**config.mk**
```make
export PLATFORM = sky130hd
export DESIGN_NAME = wb_retire
export DESIGN_NICKNAME = d
export VERILOG_FILES = /design/src/rtl/wb_retire.sv
export SDC_FILE = /design/constraint.sdc
export NUM_CORES = 1
export LEC_CHECK = 0
export ABC_AREA = 1
export ABC_CLOCK_PERIOD_IN_PS = 1110
export BUFFER_PORTS_ARGS = -buffer_cell sky130_fd_sc_hd__buf_2
export CORE_MARGIN = 2
export CORE_UTILIZATION = 39
export DETAILED_ROUTE_END_ITERATION = 7
export GPL_TIMING_DRIVEN = 0
export PLACE_DENSITY = 0.75
export SLEW_MARGIN = 10
export SYNTH_ARGS = -nofsm -noshare
export SYNTH_HDL_FRONTEND = slang
export SYNTH_SLANG_ARGS = --single-unit
```
**constraint.sdc**
```tcl
create_clock -name CLK -period 1.11 [get_ports CLK]
set_input_delay 0.0555 -clock CLK [delete_from_list [all_inputs] [get_ports CLK]]
set_output_delay 0.0555 -clock CLK [all_outputs]
set_load 0.1 [all_outputs]
```
**src/rtl/wb_retire.sv**
```systemverilog
// Write-back / retire stage: registered register-file write port, halt-detect FSM and an
// optional retired-instruction counter enabled by defining WB_RETIRE_CNT_EN.
module wb_retire (
    input  logic        CLK,
    input  logic        RSTn,
    input  logic        latchn,
    input  logic        valid_i,
    input  logic [6:0]  opcode_i,
    input  logic [4:0]  rd_i,
    input  logic [31:0] aluResult_i,
    input  logic [31:0] memReadValue_i,
    input  logic [11:0] pc_i,
    input  logic        probablyHalt_i,
    output logic        RF_WE,
    output logic [4:0]  RF_WA,
    output logic [31:0] RF_WD,
    output logic        HALT,
    output logic [31:0] NUM_INST
);

    localparam logic [6:0] OpReg    = 7'b0110011;
    localparam logic [6:0] OpImm    = 7'b0010011;
    localparam logic [6:0] OpLoad   = 7'b0000011;
    localparam logic [6:0] OpJal    = 7'b1101111;
    localparam logic [6:0] OpJalr   = 7'b1100111;
    localparam logic [6:0] OpLui    = 7'b0110111;
    localparam logic [6:0] OpAuipc  = 7'b0010111;

    typedef enum logic [1:0] {StRun, StArmed, StHalted} state_e;

    state_e      state_q, state_d;
    logic        rf_we_q, rf_we_d;
    logic [4:0]  rf_wa_q, rf_wa_d;
    logic [31:0] rf_wd_q, rf_wd_d;
    logic        retire;
    logic        writes_rd;

    assign retire = valid_i && !latchn && (state_q != StHalted);

    always_comb begin
        writes_rd = 1'b0;
        case (opcode_i)
            OpReg, OpImm, OpLoad, OpJal, OpJalr, OpLui, OpAuipc: writes_rd = 1'b1;
            default: writes_rd = 1'b0;
        endcase
    end

    always_comb begin
        rf_we_d = retire && writes_rd && (rd_i != 5'd0);
        rf_wa_d = rf_wa_q;
        rf_wd_d = rf_wd_q;
        if (retire) begin
            rf_wa_d = rd_i;
            if (opcode_i == OpLoad) begin
                rf_wd_d = memReadValue_i;
            end else if (opcode_i == OpJal || opcode_i == OpJalr) begin
                rf_wd_d = {20'd0, pc_i} + 32'd4;
            end else begin
                rf_wd_d = aluResult_i;
            end
        end
    end

    // Two consecutive halt-flagged retirements halt; bubbles neither arm nor disarm.
    always_comb begin
        state_d = state_q;
        if (retire) begin
            case (state_q)
                StRun:   state_d = probablyHalt_i ? StArmed : StRun;
                StArmed: state_d = probablyHalt_i ? StHalted : StRun;
                default: state_d = state_q;
            endcase
        end
    end

    always_ff @(posedge CLK or negedge RSTn) begin
        if (!RSTn) begin
            state_q <= StRun;
            rf_we_q <= 1'b0;
            rf_wa_q <= 5'd0;
            rf_wd_q <= 32'd0;
        end else begin
            state_q <= state_d;
            rf_we_q <= rf_we_d;
            rf_wa_q <= rf_wa_d;
            rf_wd_q <= rf_wd_d;
        end
    end

`ifdef WB_RETIRE_CNT_EN
    logic [31:0] num_inst_q, num_inst_d;

    always_comb begin
        num_inst_d = retire ? num_inst_q + 32'd1 : num_inst_q;
    end

    always_ff @(posedge CLK or negedge RSTn) begin
        if (!RSTn) begin
            num_inst_q <= 32'd0;
        end else begin
            num_inst_q <= num_inst_d;
        end
    end

    assign NUM_INST = num_inst_q;
`else
    assign NUM_INST = 32'd0;
`endif

    assign RF_WE = rf_we_q;
    assign RF_WA = rf_wa_q;
    assign RF_WD = rf_wd_q;
    assign HALT  = (state_q == StHalted);

endmodule

```
==> out/metrics.yaml, run 1 <==
run_status: "complete, but fails checks"
violations_in_the_final_reports: "hold timing, setup timing"
buffer_ports.inserted: 131
layoutNonFillerInstCount: 615
clock_skew_ps: 5.88
cap_violations: 0
placed_cells_incl_taps: 604
ys_top_cells_by_count: "77 x nand2_1, 44 x a21oi_1, 40 x dfrtp_1"
final.setup.worst_slack_ps: -211
h-tree-depth: 2
clk_pin_slew_worst_paths_ps: 80
via_per_inst: 4.63
dp_hpwl_um: 5880
worst_setup_timing_slack_at_the_placement_stage_ps: -204
yosysUniqueCellTypes: 27
number_of_setup_violations_in_the_final_report: 40
slew_headroom: 0.410
combPwrFrac: 0.387
rows: 30
ys_async_sr_fraction: 1.00
finalNetCount: 628
slowest_stage: "dfrtp_1"
routabilityCongestion: 0.803
clock_tree.buffer_depth: 2
critPathKind: "reg -> reg"
power.total_mw: 4.20
path_common_cell: "a21oi_2"
synth_area_per_cell_um2: 7.37
totalWireLength_um: 7520
cp.buffers_inverters: 4
number_of_hold_violations_in_the_final_report: 40
clockPowerShare: 0.239
slew_violations: 0
die_x_um: 86.7
critPathCaptureType: "register"
final_antenna_net_count: 0
tritoncts: "done"
finalHoldWorstSlack_ps: -111
count_of_antenna_diodes_in_the_layout: 0
fin_util: 0.575
stdcell_area_um2: 3860
switching_share: 0.426
worstPathRequired_ps: 1290
rsz0062_at_grt: "true"
drc_violations_left: 0
netlist.area_leader.share: 0.375
grt_util_met1: 0.240
clk_latency_ps: 290
busiest_layer: "met2"
crit_path_max_incr_delay_ps: 420
min_path_type: "in -> async"
synth_area_um2: 2670
min_period_ps: 1320
irDropWorstVdd_uv: 430
design.die.area_um2: 7520
critical_path_cell_list: "nand2_4 -> inv_12 -> nor2_4 -> inv_2 -> buf_6 -> buf_8 -> a21oi_2 -> a21oi_2"
dpl-instance-area_um2: 3620
sink_count_of_the_clock_tree: 40
global_route_wire_length_before_repair_um: 11700
setup-tns-final_ps: -5950
fmax_ghz: 0.757
detailedRoute.firstIterationViolations: 88
timing.critical_path.fanout_max: 10
largest_net_degree_at_the_start_of_global_routing: 41
timing.critical_path.arrival_ps: 1500
share_of_the_clock_period_used_by_the_worst_path_after_layout: 1.19
synth-warning-count: 0
critical-path-top-delay-family: "flip-flops"
vias: 2846
antenna_found_initial: 0
met3_usage_in_global_routing: 0.0276
synth_top_cells_by_area: "dfrtp_1 38%, nand2_1 11%, buf_4 10%, a21oi_1 8.3%, a21oi_2 6.6%"
globalRoute.totalOverflow: 0
area.growth.synth_to_final_pct: 44.7
cts_hold_repair.buffers: 1
rrSetupSlack_ps: -210
synth_enable_flop_cells: 0
internal-power_mw: 2.41
power_density_nw_per_um2: 1090
critPathLaunchType: "register"
tritoncts_buffers: 5
globalRouteMet2Util: 0.348
syn_inst: 362
cell_type_contributing_the_most_total_cell_area_after_synthesis: "dfrtp_1"
io_pins: 164
gr_util_all_layers: 0.194
power.leakage_nw: 2.23
initial_utilization: 0.397
synth_flop_cell: "dfrtp_1"
detailed_route_wire_length_per_cell_um: 12.2
clk_root_buffer_cell: "clkbuf_8"
grt_pass1_vias: 2672
drive_gt1_frac: 0.447
seq_power_share: 0.373
cell_with_the_most_instances_after_synthesis: "nand2_1"
worst_pin_slew_ps: 886
floorplan.core_area_um2: 6720
power.net_switching_mw: 1.79
drtPass1Iterations: 4
die-height_um: 86.7
synth.ff_latch_count: 40
sequential_cell_area_fraction_in_the_yosys_report: 0.375
## metal layers
metal  routed length [µm]  vias to the layer above
met5                    0                        -
met4                   99                        0
met3                  389                       12
met1                 3250                     1282
li1                     -                     1441
met2                 3780                      111
## worst paths after layout
kind / cells past startpoint / to / from
worst max-delay path: 8 / RF_WD[29]$_DFFE_PN0P_ / state_q[1]$_DFFE_PN0P_
worst min-delay path: 1 / RF_WD[11]$_DFFE_PN0P_ / RSTn
worst max register to register: 8 / RF_WD[29]$_DFFE_PN0P_ / state_q[1]$_DFFE_PN0P_
worst min register to register: 2 / RF_WD[7]$_DFFE_PN0P_ / RF_WD[7]$_DFFE_PN0P_
max in group asynchronous: 1 / RF_WD[5]$_DFFE_PN0P_ / RSTn
min in group CLK: 3 / RF_WD[17]$_DFFE_PN0P_ / aluResult_i[17]
## flip-flops by register name, indices dropped and copies added, names as in the netlist
name / cells
RF_WE: 1
state_q: 2
RF_WA: 5
RF_WD: 32
## power groups by stage
stage,combinational (mW),sequential (mW),clock [mW]
after floorplan,0.752,2.09,0
after global placement,1.57,1.59,0
after detailed placement,1.58,1.59,0
after CTS,1.62,1.57,1.05
after global routing,1.71,1.57,1.11
final,1.63,1.57,1.01
## timing repair
item | CTS | global route
buffers inserted | 1 | 0
pin swaps | 0 | 1
resized for setup | 39 | 7
hold endpoints to repair | 41 | 40
setup endpoints to repair | 77 | 41
cloned | 1 | 0
## cells in the final DEF, fill, tap and decap left out, drive strengths merged, types with 4 or more instances in the layout
cell	n
buf	181
nand2	78
a21oi	64
nor2	42
dfrtp	40
inv	33
nand3	32
conb	32
o21ai	11
clkbuf	9
nand4	4
## layout make-up
class | count | area, µm²
plain buffers | 50 | 415
fillers | 635 | 2860
multi-input cells | 269 | 1330
clock buffers | 7 | 86.3
inverters | 34 | 140
well taps | 80 | 100
repair buffers | 134 | 776
clock inverters | 1 | 7.51
flip-flops and latches | 40 | 1010
## cell families (layout without fill, tap and decap cells)
kind of cell | after synthesis | count (layout) | synth area share
and+or+nand+nor | 157 | 157 | 0.246
buffers and inverters | 84 | 226 | 0.192
AOI/OAI and AO/OA | 77 | 77 | 0.174
DFF | 40 | 40 | 0.375
xor gates and xnor gates | 2 | 2 | 0.00656
adders and majority gates | 1 | 1 | 0.00469
other | 1 | 32 | 0.00141
No activity file was read; power rests on OpenSTA's default activity.
==> inputs of run 2 (changes only) <==
--- a/config.mk
+++ b/config.mk
@@ -5,11 +5,10 @@
 export SDC_FILE = /design/constraint.sdc
 export NUM_CORES = 1
 export LEC_CHECK = 0
-export ABC_AREA = 1
 export ABC_CLOCK_PERIOD_IN_PS = 1110
 export BUFFER_PORTS_ARGS = -buffer_cell sky130_fd_sc_hd__buf_2
 export CORE_MARGIN = 2
-export CORE_UTILIZATION = 39
+export CORE_UTILIZATION = 38
 export DETAILED_ROUTE_END_ITERATION = 7
 export GPL_TIMING_DRIVEN = 0
 export PLACE_DENSITY = 0.75
==> run 2 against run 1 <==
Compared with the run above:
- area after synthesis down 8.2%
- first-iteration DRC count unchanged
- fmax up 4.2%
- the run still ends with hold timing, setup timing left
- total power rose to 3.0 times the previous value
- synthesized cell count down 19%
- largest cell class unchanged
- sequential share of layout area down 0.32 points
- via count down 3.0%
- die area down 5.5%
- critical path type unchanged
- register-to-register slack better by 50 ps
- global-route usage up 2.4 points
==> out/metrics.yaml, run 2 <==
dpl-instance-area_um2: 3380  # -6.6%
vias: 2761  # -3.0%
tritoncts_buffers: 5  # unchanged
synth_area_per_cell_um2: 8.36  # +13%
timing.critical_path.fanout_max: 6  # -4
design.die.area_um2: 7110  # -5.5%
combPwrFrac: 0.701  # +0.314
ys_top_cells_by_count: "46 x nand2_1, 40 x dfrtp_1, 33 x buf_4"
rrSetupSlack_ps: -160  # +50 ps
detailed_route_wire_length_per_cell_um: 14.5  # +18%
finalNetCount: 574  # -8.6%
rows: 29  # -3.3%
drive_gt1_frac: 0.509  # +0.0626
synth-warning-count: 0  # unchanged
clk_pin_slew_worst_paths_ps: 80  # about the same
layout_commonest_cell: "buf_2"
worst_pin_slew_ps: 904  # +18.9 ps
stdcell_area_um2: 3930  # +1.7%
power_density_nw_per_um2: 3200  # +190%
yosysUniqueCellTypes: 44  # +63%
finalHoldWorstSlack_ps: -114  # -3.22 ps
violations_in_the_final_reports: "hold timing, setup timing"
slew_violations: 0  # unchanged
drtPass1Iterations: 4  # unchanged
floorplan.core_area_um2: 6280  # -6.6%
synth_area_um2: 2450  # -8.2%
globalRoute.totalOverflow: 0  # unchanged
dp_hpwl_um: 5950  # +1.2%
antenna_found_initial: 0  # unchanged
regToRegEndpoint: "RF_WD[10]$_DFFE_PN0P_"
syn_inst: 293  # -19%
worstPathRequired_ps: 1320  # +30 ps
final.fill_count: 550  # -13%
drc_violations_left: 0  # unchanged
clockPowerShare: 0.093  # -0.146
cell_with_the_most_instances_after_synthesis: "nand2_1"
area.growth.synth_to_final_pct: 60.4
timing.critical_path.arrival_ps: 1470  # -30 ps
grt_pass1_vias: 2635  # -1.4%
critPathKind: "reg -> reg"
power.net_switching_mw: 7.73  # +330%
switching_share: 0.614  # +0.188
critPathLaunchType: "register"
clock_skew_ps: 2.99  # -2.90 ps
seq_power_share: 0.206  # -0.167
slowest_stage: "dfrtp_1"
run_status: "complete, but fails checks"
clk_latency_ps: 290  # about the same
setup-tns-final_ps: -4150  # +1800 ps
final.setup.worst_slack_ps: -158  # +53.7 ps
power.leakage_nw: 1.89  # -16%
clk_root_buffer_cell: "clkbuf_8"
netlist.area_leader.share: 0.409  # +0.0335
sink_count_of_the_clock_tree: 40  # unchanged
sequential_cell_area_fraction_in_the_yosys_report: 0.409  # +0.0335
crit_path_max_incr_delay_ps: 410  # about the same
min_path_type: "in -> async"
share_of_the_clock_period_used_by_the_worst_path_after_layout: 1.14  # -0.0484
synth_flop_cell: "dfrtp_1"
gr_util_all_layers: 0.219  # +0.0244
tritoncts: "done"
initial_utilization: 0.390  # -0.00693
rsz0062_at_grt: "true"
via_per_inst: 4.95  # +6.9%
timing.critical_path.depth: 6  # -2
routabilityCongestion: 0.880  # +9.5%
critical-path-top-delay-family: "flip-flops"
largest_net_degree_at_the_start_of_global_routing: 41  # unchanged
final_antenna_net_count: 0  # unchanged
irDropWorstVdd_uv: 2720  # +530%
buffer_ports.inserted: 131  # unchanged
die-height_um: 84.3  # -2.8%
fmax_ghz: 0.789  # +4.2%
die_x_um: 84.3  # -2.8%
cp.buffers_inverters: 2  # -2
internal-power_mw: 4.86  # +100%
worstReg2RegStart: "state_q[1]$_DFFE_PN0P_"
synth_enable_flop_cells: 0  # unchanged
detailedRoute.firstIterationViolations: 88  # unchanged
totalWireLength_um: 8090  # +7.5%
critical_path_cell_list: "nand2b_4 -> inv_12 -> nor2_4 -> buf_6 -> nor2_2 -> a211oi_2"
critPathCaptureType: "register"
number_of_setup_violations_in_the_final_report: 38  # -5.0%
cts_hold_repair.buffers: 6  # +5
final_cell_mix: "98 x buf_2, 77 x buf_4, 41 x nand2_1, 32 x conb_1, 28 x dfrtp_1"
ys_async_sr_fraction: 1.00  # unchanged
global_route_wire_length_before_repair_um: 12400  # +6.6%
count_of_antenna_diodes_in_the_layout: 0  # unchanged
number_of_cells_on_the_worst_reg_to_reg_path: 6  # -2
h-tree-depth: 2  # unchanged
number_of_hold_violations_in_the_final_report: 40  # unchanged
cell_type_contributing_the_most_total_cell_area_after_synthesis: "dfrtp_1"
largest_reg_flops: 32  # unchanged
synth.ff_latch_count: 40  # unchanged
clock_tree.buffer_depth: 2  # unchanged
slew_headroom: 0.397  # -0.0126
synth_top_cells_by_area: "dfrtp_1 41%, buf_4 10%, nand2_1 7.0%, nand3_1 5.5%, a31oi_1 4.9%"
io_pins: 164  # unchanged
cap_violations: 0  # unchanged
min_period_ps: 1270  # -53.7 ps
run 2: cell count changes after synthesis, moves of 5 or more:
cell	change
buf_6	-5
a211oi_1	+7
o21ai_0	+6
nand2_1	-31
a21oi_2	-20
a21oi_1	-42
nand3_1	-5
nor3_1	+5
nor2_1	-11
a31oi_1	+19
inv_1	-31
run 2: power groups by stage:
stage	Sequential, mW	Clock (mW)	Combinational, mW
after CTS	2.55	1.20	8.52
after global placement	2.51	0	7.77
after floorplan	7.19	0	1.89
final	2.59	1.17	8.82
after global routing	2.68	1.26	9.14
after detailed placement	2.55	0	7.81
run 2: kinds of logic after synthesis:
logic type / count (synthesis) / synth area share
multiplexers: 2 / 0.00817
buffers and inverters: 50 / 0.132
other: 1 / 0.00153
AO/OA/AOI/OAI: 69 / 0.189
flip-flops: 40 / 0.409
XOR/XNOR: 6 / 0.0215
adder cells (fa/ha/maj): 1 / 0.00511
AND/OR/NAND/NOR: 124 / 0.234
run 2: worst register-to-register path: stages (launching register included):
cell	delay, ps
dfrtp_1	410
nand2b_4	150
inv_12	60
nor2_4	190
buf_6	170
nor2_2	40
a211oi_2	180
run 2: area by class of cell:
cell class                      instances  area [µm²]  area share
Clock buffer                            6        72.6      0.0185
Clock inverter                          2        35.0     0.00891
Sequential cell                        40        1020       0.259
Timing Repair Buffer                  148         936       0.238
Multi-Input combinational cell        235        1400       0.356
Inverter                                1        16.3     0.00414
Tap cell                               77        96.3      0.0245
Buffer                                 49         358      0.0911
run 2: worst max-delay path by stage:
stage	start	to	slack, ps
3_5_place_dp	opcode_i[0]	RF_WD[25]$_DFFE_PN0P_	-440
2_1_floorplan	state_q[1]$_DFFE_PN0P_	RF_WD[17]$_DFFE_PN0P_	-120
6_report	state_q[1]$_DFFE_PN0P_	RF_WD[10]$_DFFE_PN0P_	-160
5_1_grt	state_q[0]$_DFFE_PN0P_	RF_WD[23]$_DFFE_PN0P_	-220
3_3_place_gp	opcode_i[0]	RF_WD[25]$_DFFE_PN0P_	-420
4_1_cts	state_q[1]$_DFFE_PN0P_	RF_WD[11]$_DFFE_PN0P_	-180
run 2: through the flow:
step	hold slack (ps)	cells	power [mW]	setup WS, ps	utilization
2_1_floorplan	-240	324	9.08	-123	-
3_3_place_gp	231	532	10.3	-421	0.538
3_5_place_dp	237	532	10.4	-440	0.538
4_1_cts	-82.3	553	12.3	-181	0.601
5_1_grt	-45.1	558	13.1	-224	0.626
6_report	-114	558	12.6	-158	0.626
run 2: timing repair:
action                     in CTS  in global routing
gates resized for setup        65                 30
cloned                          2                  2
setup buffers                   5                  4
setup endpoints to repair      77                 40
hold endpoints to repair       46                 40
pin swaps                       9                  9
run 2: routing by layer:
layer,part of all wire,vias up,global-route usage,wire length [µm]
li1,-,1347,-,-
met1,0.43,1256,0.277,3450
met2,0.47,143,0.377,3840
met3,0.084,15,0.0501,681
met4,0.015,0,0.0572,118
met5,0,-,0,0
==> inputs of run 3 (changes only) <==
--- a/config.mk
+++ b/config.mk
@@ -11,6 +11,7 @@
 export CORE_UTILIZATION = 38
 export DETAILED_ROUTE_END_ITERATION = 7
 export GPL_TIMING_DRIVEN = 0
+export HOLD_SLACK_MARGIN = 0.12
 export PLACE_DENSITY = 0.75
 export SLEW_MARGIN = 10
 export SYNTH_ARGS = -nofsm -noshare
==> run 3 against run 2 <==
Compared with the run above:
- the flow still finishes with violations (hold timing, setup timing)
- core utilization up 8.9 points
- global-route usage rose by 5.0 points
- first-iteration DRC count up 93%
- register-to-register slack lost 30 ps
- sequential power up 2%
- fmax shrank 2.7%
- sequential cell count stayed put
- clock skew about the same
- hold slack better by 4.3 ps
- critical path depth is the same
- combinational power grew 3.3%
- critical endpoint is now RF_WD[19]$_DFFE_PN0P_
- largest power group unchanged
==> out/metrics.yaml, run 3 (same netlist as run 2, synthesis figures left out) <==
run_status: "complete, but fails checks"
violations_in_the_final_reports: "hold timing, setup timing"
rrSetupSlack_ps: -190  # -30 ps
routabilityCongestion: 0.880  # unchanged
worstReg2RegStart: "state_q[0]$_DFFE_PN0P_"
clk_pin_slew_worst_paths_ps: 80  # about the same
final.setup.worst_slack_ps: -193  # -35.0 ps
number_of_setup_violations_in_the_final_report: 38  # unchanged
fmax_ghz: 0.768  # -2.7%
totalWireLength_um: 10100  # +24%
critical_path_cell_list: "nand2b_4 -> inv_12 -> nor2_4 -> buf_6 -> nor2_2 -> a31oi_1"
detailedRoute.firstIterationViolations: 170  # +93%
clock_tree.buffer_depth: 2  # unchanged
grt_util_met1: 0.322  # +0.0455
slowest_stage: "dfrtp_1"
buffer_ports.inserted: 131  # unchanged
layout_commonest_cell: "buf_2"
dp_hpwl_um: 5950  # unchanged
drtPass1Iterations: 6  # +2
worstPathRequired_ps: 1300  # -20 ps
finalHoldWorstSlack_ps: -110  # +4.31 ps
regToRegEndpoint: "RF_WD[19]$_DFFE_PN0P_"
antenna_found_initial: 0  # unchanged
h-tree-depth: 2  # unchanged
worst_pin_slew_ps: 913  # +8.32 ps
globalRouteMet2Util: 0.485  # +0.108
min_path_type: "in -> async"
busiest_layer: "met2"
gr_util_all_layers: 0.269  # +0.0501
number_of_hold_violations_in_the_final_report: 40  # unchanged
rows: 29  # unchanged
timing.critical_path.to: "RF_WD[19]$_DFFE_PN0P_"
vias: 3140  # +14%
power.leakage_nw: 2.12  # +12%
design.die.area_um2: 7110  # unchanged
cap_violations: 0  # unchanged
power_density_nw_per_um2: 2880  # -10%
final_antenna_net_count: 0  # unchanged
initial_utilization: 0.390  # unchanged
clockPowerShare: 0.090  # -0.003
die-height_um: 84.3  # unchanged
critPathKind: "reg -> reg"
layoutNonFillerInstCount: 612  # +9.7%
internal-power_mw: 4.98  # +2.5%
cts_hold_repair.buffers: 60  # +54
crit_path_max_incr_delay_ps: 370  # -40 ps
globalRoute.totalOverflow: 0  # unchanged
timing.critical_path.arrival_ps: 1500  # +30 ps
critPathCaptureType: "register"
drc_violations_left: 0  # unchanged
irDropWorstVdd_uv: 3140  # +16%
area.growth.synth_to_final_pct: 83.2
finalNetCount: 628  # +9.4%
tritoncts_buffers: 5  # unchanged
placed_cells_incl_taps: 532  # unchanged
detailed_route_wire_length_per_cell_um: 16.4  # +13%
clock_skew_ps: 3.01  # +0.0191 ps
beginning_of_the_critical_path: "state_q[0]$_DFFE_PN0P_"
share_of_the_clock_period_used_by_the_worst_path_after_layout: 1.17  # +0.0315
largest_net_degree_at_the_start_of_global_routing: 41  # unchanged
io_pins: 164  # unchanged
drive_gt1_frac: 0.462  # -0.0477
via_per_inst: 5.13  # +3.7%
seq_power_share: 0.205  # about the same
rsz0062_at_grt: "true"
slew_headroom: 0.392  # -0.00555
number_of_cells_on_the_worst_reg_to_reg_path: 6  # unchanged
timing.critical_path.fanout_max: 6  # unchanged
sink_count_of_the_clock_tree: 40  # unchanged
clk_latency_ps: 290  # about the same
dpl-instance-area_um2: 3380  # unchanged
critPathLaunchType: "register"
slew_violations: 0  # unchanged
switching_share: 0.615  # about the same
met3_usage_in_global_routing: 0.0619  # +0.0118
floorplan.core_area_um2: 6280  # unchanged
final_cell_mix: "98 x buf_2, 79 x buf_4, 60 x dlygate4sd3_1, 43 x nand2_1, 32 x conb_1"
tritoncts: "done"
grt_pass1_vias: 3112  # +18%
global_route_wire_length_before_repair_um: 15300  # +23%
power.net_switching_mw: 7.94  # +2.8%
die_x_um: 84.3  # unchanged
min_period_ps: 1300  # +35.0 ps
count_of_antenna_diodes_in_the_layout: 0  # unchanged
setup-tns-final_ps: -5140  # -991 ps
clk_root_buffer_cell: "clkbuf_8"
combPwrFrac: 0.705  # +0.004
largest_reg_flops: 32  # unchanged
stdcell_area_um2: 4490  # +14%
## run 3: cell count changes in the layout (fill, tap and decap cells not counted), sizes merged
cell and delta:
buf -1, clkbuf +1, dlygate4sd3 +54
## run 3: cell type report
| type | instances | area [µm²] |
|---|---|---|
| fillers | 476 | 1790 |
| clock buffers | 6 | 72.6 |
| repair buffers | 202 | 1470 |
| clock inverters | 2 | 35.0 |
| multi-input cells | 235 | 1420 |
| plain buffers | 49 | 359 |
| inverters | 1 | 16.3 |
| well taps | 77 | 96.3 |
| flip-flops and latches | 40 | 1020 |
## run 3: timing repair
action	in CTS	in global routing
cloned	2	2
pin swaps	9	7
setup buffers	5	4
setup endpoints to repair	77	40
hold endpoints to repair	78	40
resized for setup	65	33
## run 3: worst min path at each step
stage	from	end	slack, ps	depth (start not counted)
6_report	RSTn	RF_WD[27]$_DFFE_PN0P_	-110	1
5_1_grt	RSTn	RF_WD[27]$_DFFE_PN0P_	-50	1
4_1_cts	RSTn	RF_WD[27]$_DFFE_PN0P_	-80	1
3_5_place_dp	RSTn	RF_WD[27]$_DFFE_PN0P_	240	1
3_3_place_gp	RSTn	RF_WD[27]$_DFFE_PN0P_	230	1
2_1_floorplan	RSTn	RF_WA[0]$_DFFE_PN0P_	-240	0
## run 3: per-stage QoR
| step | hold WS (ps) | utilization | setup WS [ps] | total power [mW] |
|---|---|---|---|---|
| 6_report | -110 | 0.715 | -193 | 12.9 |
| 5_1_grt | -45.8 | 0.715 | -311 | 13.4 |
| 4_1_cts | -82.3 | 0.687 | -181 | 12.4 |
| 3_5_place_dp | 237 | 0.538 | -440 | 10.4 |
| 3_3_place_gp | 231 | 0.538 | -421 | 10.3 |
| 2_1_floorplan | -240 | - | -123 | 9.08 |
## run 3: power groups by stage
stage | combinational [mW] | clock [mW] | sequential, mW
floorplan | 1.89 | 0 | 7.19
global placement | 7.77 | 0 | 2.51
detailed placement | 7.81 | 0 | 2.55
CTS | 8.67 | 1.20 | 2.55
global route | 9.40 | 1.27 | 2.72
finish | 9.11 | 1.17 | 2.65
## run 3: critical path, delay by kind of cell, from the launching register on
family                 cells  cell delay [ps]
DFF                        1              370
AOI/OAI and AO/OA          1              200
and+or+nand+nor            3              410
buffers and inverters      2              220
## run 3: layer usage
metal	wire, µm	part of all wire
met5	0	0
met4	183	0.018
met3	955	0.095
met2	5030	0.50
met1	3900	0.39
